<file path="config.mk">
export PLATFORM = sky130hd
export DESIGN_NAME = imem_loader
export DESIGN_NICKNAME = d
export VERILOG_FILES = /design/src/rtl/imem_loader.sv
export SDC_FILE = /design/constraint.sdc
export NUM_CORES = 1
export LEC_CHECK = 0
export CAP_MARGIN = 0
export CELL_PAD_IN_SITES_DETAIL_PLACEMENT = 1
export CELL_PAD_IN_SITES_GLOBAL_PLACEMENT = 1
export CORE_AREA = 2 2 106 108
export DETAILED_ROUTE_END_ITERATION = 6
export DIE_AREA = 0 0 108 110
export PLACE_DENSITY_LB_ADDON = 0.1
export SKIP_CTS_REPAIR_TIMING = 1
export SLEW_MARGIN = 20
export SYNTH_ARGS = -nofsm -noshare
export SYNTH_HDL_FRONTEND = slang
export SYNTH_SLANG_ARGS = --single-unit
</file>
<file path="constraint.sdc">
create_clock -name clk -period 3.7 [get_ports clk]
set_clock_uncertainty 0.15 [all_clocks]
set_input_delay 1.11 -clock clk [delete_from_list [all_inputs] [get_ports clk]]
set_output_delay 1.11 -clock clk [all_outputs]
set_load 0.1 [all_outputs]
</file>
<file path="src/rtl/imem_loader.sv">
// Host-side instruction memory loader: streams host words into imem and holds the core in reset while loading.
// Optional checksum accumulator is enabled by defining IMEM_LOADER_CHECKSUM_EN.
module imem_loader #(
  parameter int ADDR_W = 9,
  parameter int DATA_W = 32,
  parameter int DEPTH  = 512
) (
  input  logic              clk,
  input  logic              rst,
  input  logic              start,
  input  logic [ADDR_W-1:0] base_addr,
  input  logic [ADDR_W:0]   word_count,
  input  logic              host_valid,
  input  logic [DATA_W-1:0] host_data,
  output logic              host_ready,
  output logic              write_to_imem,
  output logic [ADDR_W-1:0] addr_imem_host,
  output logic [DATA_W-1:0] imem_data,
  output logic              core_rst,
  output logic              busy,
  output logic              done,
  output logic              err,
  output logic [DATA_W-1:0] checksum
);

  typedef enum logic [1:0] {IDLE, LOAD, DRAIN, RELEASE} state_t;

  localparam logic [ADDR_W:0] MAX_COUNT = (ADDR_W+1)'(DEPTH);

  state_t            state;
  logic [ADDR_W-1:0] addr_cnt;
  logic [ADDR_W:0]   remaining;
  logic              hold;
  logic              handshake;
  logic              count_ok;
  logic              accept_start;

  assign handshake    = host_valid && host_ready;
  assign count_ok     = (word_count != '0) && (word_count <= MAX_COUNT);
  assign accept_start = (state == IDLE) && start && count_ok;

  // hold is registered, but rst is ORed in so the core is held from the very first reset cycle
  assign core_rst = rst | hold;

  always_ff @(posedge clk) begin
    if (rst) begin
      state          <= IDLE;
      host_ready     <= 1'b0;
      write_to_imem  <= 1'b0;
      addr_imem_host <= '0;
      imem_data      <= '0;
      busy           <= 1'b0;
      done           <= 1'b0;
      err            <= 1'b0;
      hold           <= 1'b0;
      addr_cnt       <= '0;
      remaining      <= '0;
    end else begin
      write_to_imem <= handshake;
      done          <= 1'b0;
      err           <= 1'b0;
      if (handshake) begin
        addr_imem_host <= addr_cnt;
        imem_data      <= host_data;
        addr_cnt       <= addr_cnt + ADDR_W'(1);
        remaining      <= remaining - (ADDR_W+1)'(1);
      end
      case (state)
        IDLE: begin
          if (start) begin
            if (count_ok) begin
              addr_cnt   <= base_addr;
              remaining  <= word_count;
              state      <= LOAD;
              host_ready <= 1'b1;
              busy       <= 1'b1;
              hold       <= 1'b1;
            end else begin
              err <= 1'b1;
            end
          end
        end
        LOAD: begin
          if (handshake && remaining == (ADDR_W+1)'(1)) begin
            state      <= DRAIN;
            host_ready <= 1'b0;
          end
        end
        DRAIN: begin
          state <= RELEASE;
          hold  <= 1'b0;
          done  <= 1'b1;
        end
        RELEASE: begin
          state <= IDLE;
          busy  <= 1'b0;
        end
        default: state <= IDLE;
      endcase
    end
  end

`ifdef IMEM_LOADER_CHECKSUM_EN
  logic [DATA_W-1:0] csum;

  always_ff @(posedge clk) begin
    if (rst)
      csum <= '0;
    else if (accept_start)
      csum <= '0;
    else if (handshake)
      csum <= csum ^ host_data;
  end

  assign checksum = csum;
`else
  assign checksum = '0;
`endif

endmodule

</file>
**After elaboration in Yosys (flattened, before gate mapping)**

Index checks and enable logic that the tools add are counted.

- Output and inout bits: 79
- Word-level logic and storage cells: 57
- Memory bits (read-only): 0
- Input port bits: 55
- Memories: 0
- Flip-flop bits (word level): 68
- Bits in writable memories: 0
- Bits in latches: 0

- Order comparisons: 1
- Bitwise gates (word level): 3
- Equal/unequal tests: 7
- Reduce and logical (&&, ||, !) cells: 13
- Multiplexer cells: 20
- Shifts and indexed selects: 0
- $add $sub $neg: 2
- Multipliers: 0
- Div/mod/pow operators: 0

Operators by type and width:

| kind | count |
|---|---|
| 10-bit two-way mux | 4 |
| 9-bit two-way mux | 4 |
| 10-bit by 1-bit equality test with 1-bit output (second input constant) | 1 |
| 10-bit less-or-equal comparator (second input constant) | 1 |
| 10-bit nonzero test | 1 |
| 10-bit by 1-bit subtractor with 10-bit output (second input constant) | 1 |
| 9-bit by 1-bit adder with 9-bit output (second input constant) | 1 |
| 3-bit AND reduction | 3 |
| 2-bit one-hot mux with 4 select lines | 1 |
| 2-bit two-way mux | 3 |
| 2-bit != test (second input constant) | 3 |
| 1-bit one-hot mux with 2 select lines | 3 |
| 2-bit nonzero test | 3 |
| 1-bit two-way mux | 5 |
| 2-bit equality test (second input constant) | 2 |
| 4-bit AND reduction | 1 |
| 1-bit logical AND | 3 |
| 3-bit OR reduction | 1 |
| 2-bit by 1-bit equality test with 1-bit output (second input constant) | 1 |
| 2-bit logical NOT | 1 |
| 1-bit inverter | 2 |
| 1-bit bitwise OR | 1 |

**Depth between registers and ports, before layout**

- Word-level depth: 5
- Mapped depth: 8
- Depth with buffers taken out: 6

**Worst setup path after synthesis**

OpenSTA, ideal clock, no wires.

- Kind: input to output
- Start: in rst
- End: out core_rst
- Data arrival time: 1.832 ns
- Buffers on the path: 1
- Stages: 2
- Slack: 0.608 ns
- Required time: 2.440 ns
- Path through: clkbuf_1 > or2_2

- Longest elaborated chain between the ends: 1

Ends and longest elaborated chain:

| item | line | RTL |
|---|---|---|
| from (decl) | 9 | `input logic rst,` |
| 1-bit bitwise OR | 43 | `assign core_rst = rst \| hold;` |
| to (decl) | 19 | `output logic core_rst,` |

Every way passes these cells.

**Worst setup path in the final report**

- Start: in word_count[5]
- End: reg addr_cnt[1]

- Longest elaborated chain between the ends: 5
- Elaborated cells between the ends (all ways): 6
- Classes of those cells: order compare (1); mux (3); reduce/logical (2)

Ends and longest elaborated chain:

| item | line | RTL |
|---|---|---|
| from (decl) | 12 | `input logic [ADDR_W:0] word_count,` |
| 10-bit less-or-equal comparator or 10-bit nonzero test (tied branches) | 39 | `assign count_ok = (word_count != '0) && (word_count <= MAX_COUNT);` |
| 1-bit logical AND (*) | 39 |  |
| 9-bit two-way mux (*) | 71 | `if (count_ok) begin` |
| 9-bit two-way mux (*) | 70 | `if (start) begin` |
| 9-bit two-way mux (*) | 68 | `case (state)` |
| to (signal assigned) | 65 | `addr_cnt <= addr_cnt + ADDR_W'(1);` |
| to (signal assigned) | 72 | `addr_cnt <= base_addr;` |
| to (decl) | 31 | `logic [ADDR_W-1:0] addr_cnt;` |

Every way passes the cells marked *; elsewhere a longest branch is shown, timed or not.
A chain may end at the register's enable or synchronous reset.

==> out/metrics.cfg <==
[outcome]
status = finished clean

[setup_path]
critPathArrivalTime_ns = 3.22
slowest_stage = or4_1
critPathLaunchType = primary input
crit_type = primary input to flip-flop
path_max_fanout = 18
endpoint_kind = flip-flop
critPathMaxStageDelay_ns = 0.66
crit_chain = clkdlybuf4s50_1 > or4_1 > or4_1 > buf_4 > a21oi_1 > a311oi_1
cp.required_ns = 3.75
path_common_cell = or4_1

[finish]
drive_gt1_share_pct = 15.95
nets = 546
antenna_cells = 0
area_delta_synth_final_pct = 36.37
fin_cells = 629
fillers = 1301
final_util_pct = 40.39

[global_route]
grt_max_degree = 66
grt_use_met2_pct = 26.77
gr-total-overflow = 0
antenna_found_initial = 0
grt_use_met3_pct = 2.939
busiest_layer = met2
use_met1_pct = 18.24
grtUsageTotal_pct = 15.14
grt_pass1_wl_microns = 14130
grt_pass1_vias = 2953

[synthesis]
synth.avg_cell_area_sq_um = 8.102
postSynthCellCount = 391
synth-seq-cells = 68
synthesis.area_sq_um = 3168
synthMostInstantiatedCell = nand2_1
synth.distinct_cells = 37
ys_seq_area_share_pct = 42.97
yosys_warnings = 0
yosys-top-cells-area = dfxtp_1 (43%), nand2_1 (11%), a21oi_1 (9.8%)
async_flop_share_pct = 0
synth_common_cells = nand2_1 (93), dfxtp_1 (68), a21oi_1 (62), buf_4 (32)
synth-edff-count = 0
yosysTopAreaCell = dfxtp_1
synthFlopType = dfxtp_1
yosys.area.top_type_share_pct = 42.97

[clock_network]
cts.clk_slew.worst_paths_ns = 0.07
cts.sinks = 68
insertion_delay_ns = 0.35
cts_root_buffer = clkbuf_8
cts_tree = done
ctsLongestPathBuffers = 2
htree_levels = 3
numCtsBuffers = 9

[floorplanning]
die-width_microns = 108
die_height_microns = 110
die_area_sq_um = 11880
initial_utilization_pct = 29.61
fp.coreArea_sq_um = 10700
io-pin-count = 134
rows = 38

[pwr]
peakVddDrop_v = 0.0002957
p_int_uw = 1558
p_sw_uw = 1108
clockPowerShare_pct = 28.6
power.leakage_uw = 0.001642
swShare_pct = 41.55
p_seq_share_pct = 34.3
finalPower_uw = 2666
powerDensity_nw_per_um2 = 617.1
combinationalPowerShare_pct = 37.0

[detailed_routing]
drt-initial-drc-count = 95
post_drt_wl_per_cell_microns = 14.39
num_vias = 2926
wl_microns = 9054
post_drt_via_cell_ratio = 4.652
remaining_drc_errors = 0
drtPass1Iterations = 4
ant_nets = 0

[sta]
maxSlewHeadroom_pct = 51.55
setup_viol = 0
tns_ns = 0
worst_pin_slew_ns = 0.7267
rsz0062_at_grt = false
hold_viol_final = 0
fmax_mhz = 314.9
drv_slew = 0
min_period_ns = 3.175
finalWorstSetupSlack_ns = 0.5246
layout_worst_path_cycle_share_pct = 85.82

[placement]
pre_cts_ws_ns = 0.1628
placed_cells = 613
dpl.hpwl_microns = 6294
port_buffers = 101
place_congestion = 0.7707

[job]
cap_violations = 0

[min_path]
hp-class = flip-flop to flip-flop

## power groups by stage
stage	logic, uW	registers (uW)	clock network, uW
after global placement	979	928	0
final	988	915	763
after floorplan	518	1180	0
after detailed placement	991	934	0
after global routing	1060	932	820
after CTS	997	917	788
## final timing paths
kind                     start                 to  slack [ns]  cells past startpoint
max              word_count[5]        addr_cnt[1]        0.52                      6
min          addr_imem_host[3]  addr_imem_host[3]        0.31                      2
max reg2reg       remaining[7]           state[0]        1.57                      4
min reg2reg  addr_imem_host[3]  addr_imem_host[3]        0.31                      2
## per-layer routing
| metal | vias to the layer above | share of wire (%) |
|---|---|---|
| li1 | 1456 | - |
| met1 | 1391 | 44 |
| met2 | 72 | 50 |
| met3 | 7 | 5.1 |
| met4 | 0 | 0.99 |
| met5 | - | 0 |
## registers in the layout (all words and copies together) (netlist names)
register / count
imem_data: 32
remaining: 10
addr_cnt: 9
addr_imem_host: 9
state: 2
busy: 1
done: 1
err: 1
hold: 1
host_ready: 1
write_to_imem: 1
## area by class of cell
class | count | area (sq um) | area share, %
Sequential cell | 68 | 1361 | 31.51
Clock inverter | 7 | 123.9 | 2.867
Tap cell | 140 | 175.2 | 4.054
Timing Repair Buffer | 109 | 960.9 | 22.24
Multi-Input combinational cell | 289 | 1549 | 35.85
Inverter | 7 | 26.28 | 0.6082
Clock buffer | 9 | 123.9 | 2.867
## cell families (layout without fill, tap and decap cells)
logic type	after synthesis	count (layout)	share of synthesized area, %
simple gates	140	140	19.67
compound gates	93	93	17.89
flops	68	68	42.97
buf+inv	65	132	11.85
xor+xnor	16	16	4.424
fa+ha+maj	7	7	2.764
other cells	1	32	0.1184
mux	1	1	0.3160
## per-stage QoR
step	cell area, sq um	hold slack [ns]
final	4320	0.3075
after global routing	4320	0.3281
after CTS	4320	0.3099
after detailed placement	4073	0.3002
after global placement	4073	0.2934
after floorplan	3284	0.2944
## layout by cell type, fill, tap and decap left out, types with 3 or more instances in the layout
master           netlist  layout
nand3_1                5       5
dfxtp_1               68      68
or4_1                  5       5
inv_1                  7       7
nor3_1                 9       9
nor2_1                 9       9
a211oi_1              17      17
a21oi_1               62      62
xnor2_1               14      14
conb_1                 1      32
o31ai_1                3       3
buf_4                 32      54
nor4_1                 3       3
or2_2                  3       3
nand4_1                4       4
clkdlybuf4s50_1        0      53
or3_1                  3       3
ha_1                   7       7
nand2_1               93      93
clkbuf_8               0       9
bufinv_16              0       3
## critical path, delay by kind of cell
family / cells / cell delay [ns]
compound gates: 2 / 0.27
buf+inv: 2 / 0.66
simple gates: 2 / 1.20
Power figures use the tool's default switching activity.
